===== config.mk =====
export PLATFORM = sky130hd
export DESIGN_NAME = jtpopeye_bckwr
export DESIGN_NICKNAME = d
export VERILOG_FILES = /design/src/rtl/jtpopeye_bckwr.sv
export SDC_FILE = /design/constraint.sdc
export NUM_CORES = 1
export LEC_CHECK = 0
export BUFFER_PORTS_ARGS = -buffer_cell sky130_fd_sc_hd__clkbuf_2
export CORE_ASPECT_RATIO = 0.75
export CORE_MARGIN = 8
export CORE_UTILIZATION = 28
export DETAILED_ROUTE_END_ITERATION = 10
export PLACE_DENSITY = 0.43
export REMOVE_ABC_BUFFERS = 1
export SLEW_MARGIN = 20
export SYNTH_ARGS = -nofsm -noshare
export SYNTH_HDL_FRONTEND = slang
export SYNTH_SLANG_ARGS = --single-unit

===== constraint.sdc =====
create_clock -name clk -period 4 [get_ports clk]
set_input_delay 0.2 -clock clk [delete_from_list [all_inputs] [get_ports clk]]
set_output_delay 0.2 -clock clk [all_outputs]
set_load 0.1 [all_outputs]

===== src/rtl/jtpopeye_bckwr.sv =====
// CPU-side write initiator for the background nibble RAM: queues CPU writes and paces them onto the RAM write port.
// Optional CPU stall on a full queue instead of dropping writes: define JTPOPEYE_BCKWR_WAIT_EN.
module jtpopeye_bckwr #(
   parameter int AW   = 2,
   parameter int HOLD = 3
) (
   input  logic        clk,
   input  logic        rst_n,
   input  logic        cpu_cen,
   input  logic        bg_cs_n,
   input  logic        wr_n,
   input  logic [12:0] A,
   input  logic [7:0]  D,
   output logic        CSBW_n,
   output logic        DWRBK,
   output logic [12:0] AD,
   output logic [7:0]  DD,
   output logic        wait_n,
   output logic        full,
   output logic        ovf
);

   localparam int DEPTH = 1 << AW;
   localparam int CNTW  = (HOLD > 1) ? $clog2(HOLD) : 1;

   typedef enum logic [2:0] {
      ST_IDLE,
      ST_SETUP,
      ST_PULSE,
      ST_HOLD,
      ST_GAP
   } state_t;

   state_t          state_q;
   logic [CNTW-1:0] cnt_q;
   logic            csbw_q;
   logic            dwrbk_q;
   logic [12:0]     ad_q;
   logic [7:0]      dd_q;

   logic [20:0]     mem_q [DEPTH];
   logic [AW-1:0]   wrPtr_q;
   logic [AW-1:0]   rdPtr_q;
   logic [AW:0]     count_q;
   logic [AW:0]     count_d;
   logic            wrLast_q;

   logic            capture;
   logic            pop;
   logic            push;
   logic            blocked;
   logic            wrLastEn;

   // A capture on a full queue is only refused when the engine is not freeing a slot this same clock.
   assign full    = (count_q == (AW+1)'(DEPTH));
   assign capture = cpu_cen & ~bg_cs_n & ~wr_n & wrLast_q;
   assign pop     = (state_q == ST_IDLE) && (count_q != '0);
   assign blocked = capture & full & ~pop;
   assign push    = capture & ~blocked;

   assign CSBW_n  = csbw_q;
   assign DWRBK   = dwrbk_q;
   assign AD      = ad_q;
   assign DD      = dd_q;

`ifdef JTPOPEYE_BCKWR_WAIT_EN
   // Freezing the strobe history while stalled lets the same write fire once a slot frees up.
   assign wait_n   = ~(full & ~bg_cs_n & ~wr_n);
   assign wrLastEn = cpu_cen & ~blocked;
   assign ovf      = 1'b0;
`else
   logic ovf_q;

   assign wait_n   = 1'b1;
   assign wrLastEn = cpu_cen;
   assign ovf      = ovf_q;

   always_ff @(posedge clk or negedge rst_n) begin
      if (!rst_n) begin
         ovf_q <= 1'b0;
      end else if (blocked) begin
         ovf_q <= 1'b1;
      end
   end
`endif

   always_comb begin
      count_d = count_q;
      case ({push, pop})
         2'b10:   count_d = count_q + 1'b1;
         2'b01:   count_d = count_q - 1'b1;
         default: count_d = count_q;
      endcase
   end

   always_ff @(posedge clk or negedge rst_n) begin
      if (!rst_n) begin
         wrPtr_q  <= '0;
         rdPtr_q  <= '0;
         count_q  <= '0;
         wrLast_q <= 1'b1;
      end else begin
         if (push) begin
            wrPtr_q <= wrPtr_q + 1'b1;
         end
         if (pop) begin
            rdPtr_q <= rdPtr_q + 1'b1;
         end
         count_q <= count_d;
         if (wrLastEn) begin
            wrLast_q <= wr_n;
         end
      end
   end

   always_ff @(posedge clk) begin
      if (push) begin
         mem_q[wrPtr_q] <= {A, D};
      end
   end

   // CSBW_n stays low from SETUP through GAP so the controller finishes its read-modify-write before release.
   always_ff @(posedge clk or negedge rst_n) begin
      if (!rst_n) begin
         state_q <= ST_IDLE;
         cnt_q   <= '0;
         csbw_q  <= 1'b1;
         dwrbk_q <= 1'b0;
         ad_q    <= '0;
         dd_q    <= '0;
      end else begin
         case (state_q)
            ST_IDLE: begin
               dwrbk_q <= 1'b0;
               if (pop) begin
                  {ad_q, dd_q} <= mem_q[rdPtr_q];
                  csbw_q       <= 1'b0;
                  state_q      <= ST_SETUP;
               end else begin
                  csbw_q <= 1'b1;
               end
            end
            ST_SETUP: begin
               dwrbk_q <= 1'b1;
               state_q <= ST_PULSE;
            end
            ST_PULSE: begin
               dwrbk_q <= 1'b0;
               cnt_q   <= CNTW'(HOLD - 1);
               state_q <= ST_HOLD;
            end
            ST_HOLD: begin
               if (cnt_q == '0) begin
                  state_q <= ST_GAP;
               end else begin
                  cnt_q <= cnt_q - 1'b1;
               end
            end
            ST_GAP: begin
               csbw_q  <= 1'b1;
               state_q <= ST_IDLE;
            end
            default: begin
               csbw_q  <= 1'b1;
               dwrbk_q <= 1'b0;
               state_q <= ST_IDLE;
            end
         endcase
      end
   end

endmodule


==> impl_metrics.env <==
export IMPL_outcome="complete, no violations"
export IMPL_avgSynthCellArea_um2=16.8
export IMPL_grt_max_degree=38
export IMPL_tns_ns=0
export IMPL_first_pass_iters=4
export IMPL_min_from="A[5]"
export IMPL_htreeDepth=4
export IMPL_synth_area_leaders="edfxtp_1 54%, dfrtp_1 19%, mux4_2 10%"
export IMPL_nets=381
export IMPL_dieWidth_um=165
export IMPL_cts_path_max_buffers=2
export IMPL_avgRoutedWirePerCell_um=16.3
export IMPL_worst_ir_drop_vdd_uv=633
export IMPL_grt_pass1_wl_mm=14.9
export IMPL_cp_data_required_time_ns=4.04
export IMPL_insertion_delay_ns=0.41
export IMPL_drt_wl_total_mm=9.42
export IMPL_io_buffers=50
export IMPL_nFillCells=1626
export IMPL_area_sequential_um2=3450
export IMPL_drc=0
export IMPL_max_freq_mhz=493
export IMPL_yosys_area_top_type="edfxtp_1"
export IMPL_total_leakage_power_nw=2.35
export IMPL_finalMaxSlewViolations=0
export IMPL_rows=41
export IMPL_grt_setup_unrepaired="no"
export IMPL_fin_skew_ns=0.00568
export IMPL_synth_cell_type_count=37
export IMPL_hold_buffers=8
export IMPL_ctsResizeCount=0
export IMPL_die_area_um2=21200
export IMPL_drive_above_1_share=0.329
export IMPL_post_cts_buffers=0
export IMPL_setup_viol=0
export IMPL_critPathKind="flip-flop to flip-flop"
export IMPL_grt_pass1_vias=2730
export IMPL_antenna_found_initial=0
export IMPL_syn_area_um2=4690
export IMPL_synth_edff_count=84
export IMPL_grt_overflow=0
export IMPL_die_height_um=128
export IMPL_ys_flop_type="edfxtp_1"
export IMPL_critical_path_startpoint="state_q[2]"
export IMPL_place_ws_ns=1.92
export IMPL_coreArea_um2=16600
export IMPL_multi_input_area_um2=1150
export IMPL_clkTransAtPathRegs_ns=0.06
export IMPL_initial_utilization=0.282
export IMPL_slew_headroom=0.348
export IMPL_drv_cap=0
export IMPL_ys_warn_count=0
export IMPL_cp_max_fo=21
export IMPL_min_path_type="primary input to flip-flop"
export IMPL_rr_startpoint="state_q[2]"
export IMPL_syn_inst=279
export IMPL_cts_root_buf="clkbuf_16"
export IMPL_cts_tree="yes"
export IMPL_cts_buffers_inserted=17
export IMPL_cp_start_kind="flip-flop"
export IMPL_synth_most_common_cell="edfxtp_1"
export IMPL_cp_arrival_ns=2.07
export IMPL_layout_setup_ws_ns=1.97
export IMPL_post_route_min_period_ns=2.03
export IMPL_synth_seq_cells=121
export IMPL_design_power_total_w=0.00531
export IMPL_seq_area_frac_synth=0.736
export IMPL_endpoint_kind="flip-flop"
export IMPL_route_vias_total=2483
export IMPL_ios=52
export IMPL_vias_per_cell=4.30
export IMPL_diodes=0
export IMPL_power_density_nw_per_um2=888
export IMPL_clock_sink_count=121
export IMPL_ys_async_sr_fraction=0.306
export IMPL_timing_final_crit_share=0.508
export IMPL_grt_total_usage=0.0969
export IMPL_place_congestion=0.649
export IMPL_drtIter0Drc=105
export IMPL_ant_nets=0
export IMPL_finalHoldViolCount=0
export IMPL_yosys_top_cells_count="84 x edfxtp_1, 68 x nand2_1, 35 x dfrtp_1, 21 x mux4_2, 9 x inv_1"
export IMPL_dpl_hpwl_mm=5.58
export IMPL_synth_top_area_share=0.538
export IMPL_syn_to_final_growth_pct=27.5
export IMPL_tightest_slew_ns=0.975
-- cells by family (layout without fill, tap and decap cells) --
family	count (synthesis)	count (layout)	share of synthesized area
xor gates and xnor gates	5	5	0.00934
muxes	25	25	0.110
and+or+nand+nor	90	90	0.0851
DFF	121	121	0.736
buffers and inverters	20	103	0.0197
adders and majority gates	6	6	0.0176
AOI/OAI and AO/OA	11	11	0.0216
other	1	1	0.000799
-- cells in the final DEF (no fill, tap or decap), types with 2 or more instances in the layout --
cell type,netlist,final
a22o_1,2,2
and2_1,4,3
buf_4,1,4
bufinv_16,0,8
clkbuf_16,0,17
clkbuf_2,0,50
clkinv_2,0,3
dfrtp_1,35,33
dfrtp_2,0,2
dfstp_2,2,2
dlygate4sd3_1,0,8
edfxtp_1,84,84
ha_1,5,5
inv_1,9,9
mux2_2,2,2
mux4_2,21,21
nand2_1,68,68
nand2b_1,3,3
nand3_1,2,2
nor2_1,6,6
o21ai_0,3,3
xnor2_1,4,4
-- registers in the layout (all words and copies together), names as in the netlist --
name / cells
AD: 13
CSBW_n: 1
DD: 8
DWRBK: 1
cnt_q: 2
count_q: 3
mem_q: 84
ovf: 1
rdPtr_q: 2
state_q: 3
wrLast_q: 1
wrPtr_q: 2
-- through the flow --
stage / utilization / hold WS [ns] / cells / instance area [µm²]
final: 0.360 / 0.0176 / 577 / 5980
after floorplan: - / -0.0956 / 268 / 4630
after global routing: 0.360 / 0.00932 / 577 / 5980
after global placement: 0.312 / 0.314 / 537 / 5180
after detailed placement: 0.312 / 0.322 / 537 / 5180
after CTS: 0.360 / 0.000871 / 577 / 5980
-- layer usage --
layer  global-route usage  part of all wire
met5                    0                 0
met4               0.0503             0.022
met3               0.0337             0.058
met2                0.149              0.46
met1                0.119              0.46
-- final cells by class --
class / instances / share of cell area
clock buffers: 19 / 0.0741
clock inverters: 13 / 0.0454
inverters: 9 / 0.00565
multi-input cells: 138 / 0.192
flip-flops and latches: 121 / 0.578
well taps: 215 / 0.0450
repair buffers: 62 / 0.0603
-- final timing paths --
check | end | slack (ns) | cells after the start
max | mem_q[2][6] | 1.97 | 4
max reg2reg | mem_q[2][6] | 1.97 | 4
min in group asynchronous | DD[7] | 0.40 | 3
min reg2reg | AD[4] | 0.47 | 2
min | mem_q[2][13] | 0.02 | 1
max in group asynchronous | rdPtr_q[1] | 3.20 | 3
-- power by group --
group | switching [W] | leakage [nW] | internal, W
Clock | 0.000535 | 0.347 | 0.00131
Sequential | 0.000238 | 1.19 | 0.00155
Combinational | 0.00123 | 0.806 | 0.000442
-- worst max-delay path, cell delays in order, from the launching register on --
cell and delay, ns:
dfrtp_1 0.45, nor3_4 0.37, nor2_1 0.09, nor2_1 0.16
and2_2 0.58
No activity file was read; power rests on OpenSTA's default activity.
